## src/rtl/shared_divider_pkg.sv

```systemverilog
// Common bike-computer definitions shared by the divider and its requesters.
package shared_divider_pkg;

  typedef enum logic [1:0] {
    IDLE = 2'd0,
    CALC = 2'd1,
    DONE = 2'd2
  } div_state_t;

  localparam int DIV_WIDTH   = 16;
  localparam int DIV_LATENCY = DIV_WIDTH + 1;

  localparam logic SEL_SPEED = 1'b0;
  localparam logic SEL_AVG   = 1'b1;

endpackage

```

## src/rtl/shared_divider.sv

```systemverilog
// Shared multi-cycle unsigned restoring divider serving two requesters.
// One quotient bit per cycle; result announced by a one-cycle ready pulse.
module shared_divider
  import shared_divider_pkg::*;
#(
  parameter int               WIDTH    = DIV_WIDTH,
  parameter logic [WIDTH-1:0] DBZ_QUOT = {WIDTH{1'b1}}
) (
  input  logic             clk,
  input  logic             rst,
  input  logic             start,
  input  logic             select,
  input  logic [WIDTH-1:0] dividend0,
  input  logic [WIDTH-1:0] divisor0,
  input  logic [WIDTH-1:0] dividend1,
  input  logic [WIDTH-1:0] divisor1,
  output logic             busy,
  output logic             ready,
  output logic [WIDTH-1:0] quotient,
  output logic [WIDTH-1:0] remainder,
  output logic             div_by_zero,
  output logic             owner
);

  localparam int             CW       = $clog2(WIDTH + 1);
  localparam logic [CW-1:0]  CNT_LOAD = CW'(WIDTH);
  localparam logic [CW-1:0]  CNT_ONE  = CW'(1);

  div_state_t       state;
  logic [CW-1:0]    cnt;
  // dvd_w shifts left each cycle; freed LSBs collect quotient bits
  logic [WIDTH-1:0] dvd_w;
  logic [WIDTH-1:0] dvs_w;
  logic [WIDTH-1:0] rem_w;

  logic [WIDTH:0]   shifted;
  logic [WIDTH-1:0] rem_next;
  logic             qbit;
  logic [WIDTH-1:0] quo_next;

  // Single restoring iteration: shift in next dividend bit, trial subtract
  always_comb begin
    shifted = {rem_w, dvd_w[WIDTH-1]};
    if (shifted >= {1'b0, dvs_w}) begin
      rem_next = WIDTH'(shifted - {1'b0, dvs_w});
      qbit     = 1'b1;
    end else begin
      rem_next = shifted[WIDTH-1:0];
      qbit     = 1'b0;
    end
    quo_next = {dvd_w[WIDTH-2:0], qbit};
  end

  // Control FSM, working registers and registered outputs
  always_ff @(posedge clk) begin
    if (rst) begin
      state       <= IDLE;
      cnt         <= '0;
      dvd_w       <= '0;
      dvs_w       <= '0;
      rem_w       <= '0;
      busy        <= 1'b0;
      ready       <= 1'b0;
      quotient    <= '0;
      remainder   <= '0;
      div_by_zero <= 1'b0;
      owner       <= 1'b0;
    end else begin
      case (state)
        IDLE, DONE: begin
          ready <= 1'b0;
          if (start) begin
            dvd_w       <= select ? dividend1 : dividend0;
            dvs_w       <= select ? divisor1 : divisor0;
            owner       <= select;
            div_by_zero <= 1'b0;
            cnt         <= CNT_LOAD;
            rem_w       <= '0;
            busy        <= 1'b1;
            state       <= CALC;
          end else begin
            state <= IDLE;
          end
        end
        CALC: begin
          if (dvs_w == '0) begin
            // Requesters still see busy for this one cycle
            quotient    <= DBZ_QUOT;
            remainder   <= dvd_w;
            div_by_zero <= 1'b1;
            busy        <= 1'b0;
            ready       <= 1'b1;
            state       <= DONE;
          end else begin
            dvd_w <= quo_next;
            rem_w <= rem_next;
            cnt   <= cnt - CNT_ONE;
            if (cnt == CNT_ONE) begin
              quotient  <= quo_next;
              remainder <= rem_next;
              busy      <= 1'b0;
              ready     <= 1'b1;
              state     <= DONE;
            end else begin
              state <= CALC;
            end
          end
        end
        default: begin
          busy  <= 1'b0;
          ready <= 1'b0;
          state <= IDLE;
        end
      endcase
    end
  end

endmodule
```

## config.mk

```make
export PLATFORM = sky130hd
export DESIGN_NAME = shared_divider
export DESIGN_NICKNAME = d
export VERILOG_FILES = /design/src/rtl/shared_divider_pkg.sv /design/src/rtl/shared_divider.sv
export SDC_FILE = /design/constraint.sdc
export NUM_CORES = 1
export LEC_CHECK = 0
export ABC_CLOCK_PERIOD_IN_PS = 4320
export CAP_MARGIN = 25
export CELL_PAD_IN_SITES_DETAIL_PLACEMENT = 0
export CELL_PAD_IN_SITES_GLOBAL_PLACEMENT = 1
export CORE_AREA = 2 2 112 114
export DETAILED_ROUTE_END_ITERATION = 10
export DIE_AREA = 0 0 114 116
export PLACE_DENSITY = 0.87
export SLEW_MARGIN = 20
export SYNTH_ARGS = -nofsm -noshare
export SYNTH_HDL_FRONTEND = slang
export SYNTH_SLANG_ARGS = --single-unit
export TNS_END_PERCENT = 10
```

## constraint.sdc

```tcl
create_clock -name clk -period 4.32 [get_ports clk]
set_input_delay 0.864 -clock clk [delete_from_list [all_inputs] [get_ports clk]]
set_output_delay 0.864 -clock clk [all_outputs]
set_load 0.03 [all_outputs]
```

# Word-level counts from Yosys, hierarchy flattened

Index checks and enable logic that the tools add are counted.

Eq/ne operators: 7
Order comparisons: 1
Bitwise gates (word level): 1
Multipliers: 0
Reductions and logical operators: 11
Muxes and demuxes: 30
$add $sub $neg: 2
Divide/modulo/power cells: 0
Shift-type cells: 0

Operator list:

| operator                                                            | number |
|---|---|
| 16-bit 2-to-1 mux                                                   | 11 |
| 16-bit one-hot mux with 2 select lines                              | 2 |
| 17-bit by 16-bit greater-or-equal comparator with 1-bit output      | 1 |
| 16-bit zero test                                                    | 1 |
| 16-bit subtractor                                                   | 1 |
| 5-bit 2-to-1 mux                                                    | 2 |
| 5-bit one-hot mux with 2 select lines                               | 1 |
| 1-bit 2-to-1 mux                                                    | 9 |
| 2-bit inequality test (second input constant)                       | 3 |
| 2-bit AND reduction                                                 | 3 |
| 3-bit AND reduction                                                 | 2 |
| 5-bit by 1-bit == test with 1-bit output (second input constant)    | 1 |
| 5-bit by 1-bit subtractor with 5-bit output (second input constant) | 1 |
| 2-bit 2-to-1 mux                                                    | 2 |
| 1-bit one-hot mux with 2 select lines                               | 2 |
| 2-bit one-hot mux with 2 select lines                               | 1 |
| 2-bit nonzero test                                                  | 2 |
| 2-bit OR reduction                                                  | 2 |
| 3-bit inequality test (second input constant)                       | 1 |
| 2-bit by 1-bit == test with 1-bit output (second input constant)    | 1 |
| 2-bit == test (second input constant)                               | 1 |
| 2-bit zero test                                                     | 1 |
| 1-bit NOT                                                           | 1 |

RAM bits: 0
Output and inout bits: 36
Bits in read-only memories: 0
Latch bits: 0
Bits in registers: 91
Logic and storage cells: 63
Memories: 0
Input port bits: 68

# Logic depth before layout (Yosys ltp)

Gate-level depths: netlist of run 1.

Depth in word-level cells: 4
Mapped depth: 11
Mapped depth without buffers: 11

# Worst setup path after synthesis of run 1

Ideal clock, no wire load.

Path kind: register to register
From: reg dvs_w[14]
To: reg remainder[2]
Required time: 4186 ps
Path slack: 1804 ps
Clock period less this slack: 2516 ps
Buffers on the path: 1
Cell stages (with the launch flop): 11
Library setup time: 134 ps
Arrival: 2382 ps
Path through: dfxtp_1 > inv_1 > ha_1 > a21o_1 > a211o_1 > a21oi_1 > o21ai_0 > nand2_2 > buf_4 > mux2i_1 > o22ai_1

Cells in the longest elaborated chain, start to end: 4
Elaborated cells between the ends (all ways): 7
Those cells by class: 1 x order compare; 3 x mux; 3 x reduce/logical

Ends and longest elaborated chain:

| item                                                           | RTL line              | text |
|---|---|---|
| start, declared                                                | shared_divider.sv:33  | `logic [WIDTH-1:0] dvs_w;` |
| start signal, assigned                                         | shared_divider.sv:74  | `dvs_w <= select ? divisor1 : divisor0;` |
| 17-bit by 16-bit greater-or-equal comparator with 1-bit output | shared_divider.sv:44  | `if (shifted >= {1'b0, dvs_w}) begin` |
| 16-bit 2-to-1 mux                                              | shared_divider.sv:44  |  |
| 16-bit 2-to-1 mux                                              | shared_divider.sv:98  | `if (cnt == CNT_ONE) begin` |
| 16-bit 2-to-1 mux                                              | shared_divider.sv:86  | `if (dvs_w == '0) begin` |
| end signal, assigned                                           | shared_divider.sv:89  | `remainder <= dvd_w;` |
| end signal, assigned                                           | shared_divider.sv:100 | `remainder <= rem_next;` |
| end, declared                                                  | shared_divider.sv:20  | `output logic [WIDTH-1:0] remainder,` |

Several ways; a longest one is shown, not always the timed one. The select of a mux whose other input is x is not followed.
A chain may end at the register's enable or synchronous reset.

# Worst setup path after layout of run 1

From: reg dvs_w[11]
To: reg remainder[15]

Cells in the longest elaborated chain, start to end: 4
Elaborated cells between the ends (all ways): 8
Those cells by class: 1 x add/sub; 1 x order compare; 3 x mux; 3 x reduce/logical

Ends and longest elaborated chain:

| item                                                                                                | RTL line |
|---|---|
| 16-bit subtractor or 17-bit by 16-bit greater-or-equal comparator with 1-bit output (tied branches) | shared_divider.sv:45, shared_divider.sv:44 |
| 16-bit 2-to-1 mux                                                                                   | shared_divider.sv:44 |
| 16-bit 2-to-1 mux                                                                                   | shared_divider.sv:98 |
| 16-bit 2-to-1 mux                                                                                   | shared_divider.sv:86 |

Several ways; a longest one is shown, not always the timed one. The select of a mux whose other input is x is not followed.

==> results of run 1 <==
==> tightest hold or removal path: cells and delay by family, from the launching register on <==
kind	cells	cell delay (ns)
AO/OA/AOI/OAI	1	0.05
AND/OR/NAND/NOR	1	0.05
flip-flops	1	0.31
==> state kept, by name (all words and copies together), names as in the netlist <==
| register | count |
|---|---|
| dvs_w | 16 |
| cnt | 5 |
| dvd_w | 16 |
| rem_w | 16 |
| quotient | 16 |
| remainder | 16 |
| state | 2 |
| ready | 1 |
| div_by_zero | 1 |
| busy | 1 |
| owner | 1 |
==> final cells by class <==
class | instances | area, um2
inverters | 23 | 86.3
repair buffers | 110 | 1070
well taps | 147 | 184
clock inverters | 6 | 40.0
flip-flops and latches | 91 | 1820
multi-input cells | 430 | 2810
clock buffers | 10 | 239
fillers | 1129 | 5660
==> cells by family (layout without fill, tap and decap cells) <==
| kind of cell | count (synthesis) | after routing | share of synthesized area (%) |
|---|---|---|---|
| buf+inv | 56 | 149 | 4.67 |
| mux | 48 | 48 | 9.95 |
| flops | 91 | 91 | 37.5 |
| simple gates | 188 | 188 | 18.2 |
| xor+xnor | 12 | 12 | 2.17 |
| fa+ha+maj | 19 | 19 | 5.05 |
| compound gates | 163 | 163 | 22.4 |
==> layout by cell type (no fill, tap or decap), types with 18 or more instances in the layout <==
master                              n
sky130_fd_sc_hd__mux2i_1           46
sky130_fd_sc_hd__o22ai_1           24
sky130_fd_sc_hd__nor2_1            92
sky130_fd_sc_hd__a211oi_1          38
sky130_fd_sc_hd__inv_1             23
sky130_fd_sc_hd__dfxtp_1           91
sky130_fd_sc_hd__ha_1              18
sky130_fd_sc_hd__nand2_1           29
sky130_fd_sc_hd__a21oi_1           35
sky130_fd_sc_hd__clkdlybuf4s50_1  101
sky130_fd_sc_hd__o21ai_0           24
==> stage by stage <==
stage          cell area [um2]  utilization [%]  power, W
6_report                  6250             52.5   0.00231
5_1_grt                   6250             52.5   0.00243
4_1_cts                   6240             52.4   0.00232
3_5_place_dp              5960             50.1   0.00159
3_3_place_gp              5960             50.1   0.00159
2_1_floorplan             4850                -   0.00139
==> power by group <==
part           leakage (nW)  switching (W)  internal [W]
clock                 0.139       0.000325      0.000405
combinational          1.64       0.000354      0.000281
sequential            0.742      0.0000514      0.000896
==> routing by layer <==
metal	wire [um]	up-vias	part of all wire [%]
met1	6040	2057	46
li1	-	2284	-
met2	6040	148	46
met5	0	-	0
met3	749	13	5.8
met4	177	0	1.4
==> worst max-delay path by stage <==
stage | depth (start not counted) | slack (ns) | to
2_1_floorplan | 10 | 1.80 | remainder[2]
4_1_cts | 8 | 1.29 | remainder[15]
6_report | 8 | 1.28 | remainder[15]
3_5_place_dp | 8 | 1.30 | remainder[15]
3_3_place_gp | 8 | 1.29 | remainder[15]
5_1_grt | 9 | 0.93 | remainder[1]
==> out/summary.log, run 1 <==
INFO  global_route   grt_max_degree=51
INFO  drt            dr_total_vias=4502
INFO  worst_hold_path hold_start=div_by_zero
INFO  clock_tree     clock_sinks=91
INFO  die            die_y=116um
INFO  cells_and_area layout_cell_share_with_drive_strength_beyond_1=5.37%
INFO  critical_path  worst_r2r_path_depth=8
INFO  yosys          yosys_most_used_dff=sky130_fd_sc_hd__dfxtp_1
INFO  clock_tree     clkLatencyLatePin=0.34ns
INFO  yosys          synth-edff-count=0
INFO  die            core_area=11900um2
INFO  die            top_level_ports=104
INFO  clock_tree     cts.reportedPaths.clkPinSlew=0.06ns
INFO  yosys          postSynthCellCount=577
INFO  drt            avgViaCountPerCell=5.51
INFO  timing         finalCriticalPeriod=3.04ns
INFO  timing         timing.max_slew.rel_slack=37.5%
INFO  yosys          most_used_standard_cell_by_instance_count_after_synthesis=sky130_fd_sc_hd__nor2_1
INFO  drt            drt_drc_violations_left=0
INFO  global_route   globalRouteMet3Util=3.71%
INFO  power          p_per_area=370nW/um2
INFO  yosys          synthDominantAreaCellType=sky130_fd_sc_hd__dfxtp_1
INFO  timing         period_utilization_post_route=70.3%
INFO  worst_hold_path hold_path_class=register to register
INFO  placement      pre_cts_slack=1.30ns
INFO  yosys          yosys.area.top_type_share=37.5%
INFO  critical_path  critical_path_required=4.54ns
INFO  global_route   overall_overflow_remaining_after_global_route=0
INFO  yosys          synth_cell_types=62
INFO  timing         worstMarginPinSlew=0.938ns
INFO  timing         final_max_slew_viol_count=0
INFO  placement      place.detailed.hpwl=9920um
INFO  power          cellLeakagePower=2.52nW
INFO  die            die_width=114um
INFO  placement      port_buffers=103
INFO  critical_path  crit_path_end_kind=register
INFO  drt            drt_pass1_iterations=5
INFO  timing         setup_tns=0ns
INFO  clock_tree     ctsResizeCount=0
INFO  die            die_area=13200um2
INFO  cells_and_area cell_count_final_fillers_out=817
INFO  job            drv.max_cap_violation_count=0
INFO  critical_path  critical-path-slowest-cell=sky130_fd_sc_hd__or4_4
INFO  critical_path  crit_chain=or4_1, or4_4, a21oi_4, buf_4, nand2_2, or3_1, mux2i_1, nor2_1
INFO  critical_path  cp-start-kind=register
INFO  yosys          synth_sequential_area_ratio=37.5%
INFO  timing         setup_violations=0
INFO  critical_path  startpoint=dvs_w[11]
INFO  status         run_status=complete, no violations
INFO  critical_path  cp_top_family=simple AND/OR/NAND/NOR gates
INFO  yosys          postSynthAreaPerCell=8.41um2
INFO  clock_tree     cts_tree=yes
INFO  cells_and_area area_delta_synth_final=28.8%
INFO  global_route   gr-usage-met1=27.2%
INFO  global_route   met2_usage=33.3%
INFO  die            start_util=40.7%
INFO  clock_tree     htree_num_levels=3
INFO  clock_tree     cts-root-buf=sky130_fd_sc_hd__clkbuf_16
INFO  global_route   grt_pass1_wl=21400um
INFO  clock_tree     hold_buffers=0
INFO  worst_hold_path cell_depth_of_the_worst_min_delay_path=2
INFO  global_route   grt_util_all_layers=20.2%
INFO  drt            drtIter0Drc=263
INFO  timing         final_critical_path_setup_slack=1.28ns
INFO  timing         finalClockSkew=0.00812ns
INFO  timing         report.final.hold_viol_count=0
INFO  critical_path  crit_arrival=3.26ns
INFO  clock_tree     post-cts-setup-buffer-count=0
INFO  power          worst_ir_drop_vdd=0.000162V
INFO  cells_and_area antenna_cells=0
INFO  yosys          yosys-top-cells-count=sky130_fd_sc_hd__nor2_1 (92), sky130_fd_sc_hd__dfxtp_1 (91), sky130_fd_sc_hd__mux2i_1 (46), sky130_fd_sc_hd__a211oi_1 (38), sky130_fd_sc_hd__a21oi_1 (35)
INFO  yosys          mappedNetlistArea=4850um2
INFO  yosys          async_reset_ff_share=0%
INFO  drt            ant_nets=0
INFO  critical_path  crit-reg2reg-capture=remainder[15]
INFO  critical_path  number_of_buffers_and_inverters_on_the_critical_path=1
INFO  critical_path  cpPeakStageDelay=0.67ns
INFO  placement      place.gp.congestion=0.896
INFO  timing         rsz0062_at_grt=no
INFO  yosys          mappedNetlistNets=664
INFO  yosys          yosys_warnings=0
INFO  global_route   global_route.peak_usage_layer=met2
INFO  global_route   antenna_violations_before_repair=0
INFO  yosys          ys_seq_elements=91
INFO  die            core.rowCount=40
INFO  cells_and_area nNetsFinal=752
INFO  global_route   number_of_global_route_vias_before_repair=4424
INFO  drt            routed_wl=13000um
INFO  clock_tree     cts-buffers-inserted=9
INFO  drt            post_drt_wl_per_cell=15.9um
INFO  worst_hold_path whs_endpoint=div_by_zero
INFO  critical_path  critical_path.max_fanout=24
INFO  critical_path  timing_worst_setup_path_type=register to register
INFO  clock_tree     clock_path_buffers=2
INFO  yosys          synth_area_leaders=sky130_fd_sc_hd__dfxtp_1 (38%), sky130_fd_sc_hd__mux2i_1 (9.5%), sky130_fd_sc_hd__nor2_1 (7.1%)
INFO  critical_path  reg2reg_slack=1.28ns
INFO  placement      placedCellCount=800
INFO  critical_path  worst_r2r_startpoint=dvs_w[11]
INFO  timing         maxClockFrequency=329MHz
INFO  timing         hold-worst-slack=0.461ns
(Power assumes the default switching activity.)
==> run 2: changes to the inputs <==
Settings changed: ABC_CLOCK_PERIOD_IN_PS 4320 to 2600, CORE_AREA 2 2 112 114 to 2 2 123 125, DIE_AREA 0 0 114 116 to 0 0 125 127, PLACE_DENSITY 0.87 to 0.77.
Clock period 4.32 ns to 2.6 ns, I/O delays scaled along.
==> run 2 against run 1 <==
Global-route usage decreased by 1.3 points. First-iteration DRC count increased by 21%. Fmax grew 20%. Critical path type unchanged. Largest cell class unchanged. Largest power group unchanged. Highest routed layer unchanged.
==> out/summary.log, run 2 (same netlist as run 1, synthesis figures left out) <==
INFO  critical_path  timing_worst_setup_path_type=register to register [unchanged]
INFO  power          p_seq_share=37.2% [was 41.0%]
INFO  job            drv.max_cap_violation_count=0 [unchanged]
INFO  die            die_area=15900um2 [was 13200 um2]
INFO  worst_hold_path hold_start=div_by_zero [unchanged]
INFO  drt            dr_total_vias=4780 [was 4502]
INFO  critical_path  reg2reg_slack=0.07ns [was 1.28 ns]
INFO  global_route   grt_util_all_layers=19.0% [was 20.2%]
INFO  clock_tree     cts-root-buf=sky130_fd_sc_hd__clkbuf_16 [unchanged]
INFO  timing         report.final.hold_viol_count=0 [unchanged]
INFO  timing         final_max_slew_viol_count=0 [unchanged]
INFO  power          internal-power=0.00290W [was 0.00158 W]
INFO  cells_and_area mostFrequentLayoutCells=sky130_fd_sc_hd__clkdlybuf4s50_1 (101), sky130_fd_sc_hd__nor2_1 (92), sky130_fd_sc_hd__dfxtp_1 (89), sky130_fd_sc_hd__mux2i_1 (42), sky130_fd_sc_hd__buf_4 (39) [was sky130_fd_sc_hd__clkdlybuf4s50_1 (101), sky130_fd_sc_hd__nor2_1 (92), sky130_fd_sc_hd__dfxtp_1 (91), sky130_fd_sc_hd__mux2i_1 (46), sky130_fd_sc_hd__a211oi_1 (38)]
INFO  power          combinational_share_of_power=31.7% [was 27.4%]
INFO  cells_and_area antenna_cells=0 [unchanged]
INFO  timing         worstMarginPinSlew=0.587ns [was 0.938 ns]
INFO  timing         hold-worst-slack=0.462ns [was 0.461 ns]
INFO  critical_path  critical-path-slowest-cell=sky130_fd_sc_hd__dfxtp_1 [was sky130_fd_sc_hd__or4_4]
INFO  drt            avgViaCountPerCell=5.35 [was 5.51]
INFO  clock_tree     cts_tree=yes [unchanged]
INFO  die            start_util=33.6% [was 40.7%]
INFO  drt            drt_pass1_iterations=5 [unchanged]
INFO  power          worst_ir_drop_vdd=0.000416V [was 0.000162 V]
INFO  cells_and_area nNetsFinal=791 [was 752]
INFO  die            core_area=14400um2 [was 11900 um2]
INFO  critical_path  worst_r2r_startpoint=rem_w[5] [was dvs_w[11]]
INFO  timing         period_utilization_post_route=97.3% [was 70.3%]
INFO  die            die_width=125um [was 114 um]
INFO  placement      place.detailed.hpwl=11800um [was 9920 um]
INFO  worst_hold_path cell_depth_of_the_worst_min_delay_path=2 [unchanged]
INFO  timing         finalClockSkew=0.00854ns [was 0.00812 ns]
INFO  cells_and_area area.sequential=1820um2 [about the same]
INFO  worst_hold_path hold_path_class=register to register [unchanged]
INFO  status         run_status=complete, no violations [unchanged]
INFO  clock_tree     clock_path_buffers=2 [unchanged]
INFO  drt            drt_drc_violations_left=0 [unchanged]
INFO  power          cellLeakagePower=2.75nW [was 2.52 nW]
INFO  die            core.rowCount=44 [was 40]
INFO  critical_path  cp_top_family=simple AND/OR/NAND/NOR gates [unchanged]
INFO  cells_and_area most_common_cell_after_layout_fill_and_taps_aside=sky130_fd_sc_hd__clkdlybuf4s50_1 [unchanged]
INFO  global_route   grt_max_degree=57 [was 51]
INFO  critical_path  critical_path_required=2.87ns [was 4.54 ns]
INFO  timing         finalCriticalPeriod=2.53ns [was 3.04 ns]
INFO  critical_path  crit_path_end_kind=register [unchanged]
INFO  power          power.net_switching=0.00136W [was 0.000731 W]
INFO  cells_and_area final.fill_count=1405 [was 1129]
INFO  critical_path  crit_arrival=2.80ns [was 3.26 ns]
INFO  critical_path  number_of_buffers_and_inverters_on_the_critical_path=1 [unchanged]
INFO  critical_path  crit-reg2reg-capture=remainder[0] [was remainder[15]]
INFO  critical_path  cpPeakStageDelay=0.41ns [was 0.67 ns]
INFO  die            top_level_ports=104 [unchanged]
INFO  power          clock_power_share=31.1% [was 31.6%]
INFO  clock_tree     cts.reportedPaths.clkPinSlew=0.07ns [was 0.06 ns]
INFO  drt            routed_wl=15500um [was 13000 um]
INFO  clock_tree     cts-buffers-inserted=9 [unchanged]
INFO  timing         setup_tns=0ns [unchanged]
INFO  clock_tree     htree_num_levels=3 [unchanged]
INFO  timing         rsz0062_at_grt=yes [was no]
INFO  critical_path  critical_path.max_fanout=6 [was 24]
INFO  drt            ant_nets=0 [unchanged]
INFO  cells_and_area area_delta_synth_final=40.9% [was 28.8%]
INFO  cells_and_area layout_cell_share_with_drive_strength_beyond_1=14.4% [was 5.37%]
INFO  critical_path  cp-start-kind=register [unchanged]
INFO  clock_tree     clkLatencyLatePin=0.34ns [about the same]
INFO  placement      placedCellCount=873 [was 800]
INFO  timing         maxClockFrequency=395MHz [was 329 MHz]
INFO  critical_path  crit_chain=ha_4, a21o_1, or3_4, o211a_4, nand4bb_4, nand2_4, buf_12, mux2_2, o22ai_2 [was or4_1, or4_4, a21oi_4, buf_4, nand2_2, or3_1, mux2i_1, nor2_1]
INFO  clock_tree     clock_sinks=91 [unchanged]
INFO  timing         setup_violations=0 [unchanged]
INFO  global_route   antenna_violations_before_repair=0 [unchanged]
INFO  placement      port_buffers=103 [unchanged]
INFO  cells_and_area post-route-util=47.4% [was 52.5%]
INFO  power          p_per_area=623nW/um2 [was 370 nW/um2]
INFO  global_route   overall_overflow_remaining_after_global_route=0 [unchanged]
INFO  placement      place.gp.congestion=0.934 [was 0.896]
INFO  cells_and_area multiInputGateArea=2970um2 [was 2810 um2]
INFO  die            die_y=127um [was 116 um]
INFO  drt            post_drt_wl_per_cell=17.3um [was 15.9 um]
INFO  critical_path  worst_r2r_path_depth=9 [was 8]
INFO  timing         timing.max_slew.rel_slack=60.9% [was 37.5%]
INFO  power          power_switching_share=31.9% [was 31.6%]
INFO  drt            drtIter0Drc=317 [was 263]
INFO  global_route   grt_pass1_wl=24300um [was 21400 um]
INFO  cells_and_area cell_count_final_fillers_out=893 [was 817]
INFO  global_route   number_of_global_route_vias_before_repair=4606 [was 4424]
INFO  worst_hold_path whs_endpoint=div_by_zero [unchanged]
[run 2: cell count changes in the layout (fill, tap and decap cells not counted), sizes merged]
| cell | previous run | this run |
|---|---|---|
| buf | 8 | 48 |
| bufinv | 0 | 1 |
| clkbuf | 11 | 10 |
| clkinv | 4 | 3 |
| clkinvlp | 1 | 0 |
| inv | 24 | 25 |
[run 2: final cells by class]
cell class | instances | share of cell area (%)
Timing Repair Buffer | 149 | 20.9
Multi-Input combinational cell | 430 | 43.4
Sequential cell | 91 | 26.7
Inverter | 23 | 1.26
Tap cell | 184 | 3.37
Clock buffer | 10 | 3.35
Clock inverter | 6 | 1.06
[run 2: layer usage]
metal	routed length (um)	vias up	GRT usage, %	part of all wire (%)
met3	693	17	3.02	4.5
met5	0	-	0	0
met1	7030	2251	25.2	45
met2	7540	140	32.5	49
li1	-	2372	-	-
met4	204	0	4.58	1.3
[run 2: timing repair]
action                     in CTS  in global routing
setup endpoints to repair      24                 46
buffers inserted                2                  2
hold buffers                    0                  0
cloned                          0                  0
pin swaps                       2                 13
resized for setup              11                 28
[run 2: how the worst max path moves through the flow]
stage,depth (start not counted),from,to
after floorplan,10,dvs_w[14],remainder[2]
after global placement,10,dvs_w[1],remainder[5]
after detailed placement,10,dvs_w[1],rem_w[6]
after CTS,11,dvd_w[15],remainder[12]
after global routing,11,dvd_w[15],remainder[12]
final,9,rem_w[5],remainder[0]
[run 2: power by group through the flow]
stage / registers [W] / logic, W / clock network (W)
2_1_floorplan: 0.00162 / 0.000700 / 0
3_3_place_gp: 0.00161 / 0.00118 / 0
3_5_place_dp: 0.00161 / 0.00120 / 0
4_1_cts: 0.00158 / 0.00126 / 0.00135
5_1_grt: 0.00160 / 0.00146 / 0.00141
6_report: 0.00158 / 0.00135 / 0.00133
[run 2: worst register-to-register path: cells and delay by family (launching register included)]
kind / cells / cell delay [ns]
DFF: 1 / 0.41
muxes: 1 / 0.36
buffers and inverters: 1 / 0.12
adders and majority gates: 1 / 0.24
AOI/OAI and AO/OA: 3 / 0.63
and+or+nand+nor: 3 / 0.70
[run 2: stage by stage]
stage	worst slack [ns]	cell area (um2)	power [W]
2_1_floorplan	0.0844	4850	0.00232
3_3_place_gp	-0.0748	6320	0.00279
3_5_place_dp	-0.140	6320	0.00281
4_1_cts	0.0281	6710	0.00419
5_1_grt	-0.0246	6840	0.00446
6_report	0.0693	6840	0.00426
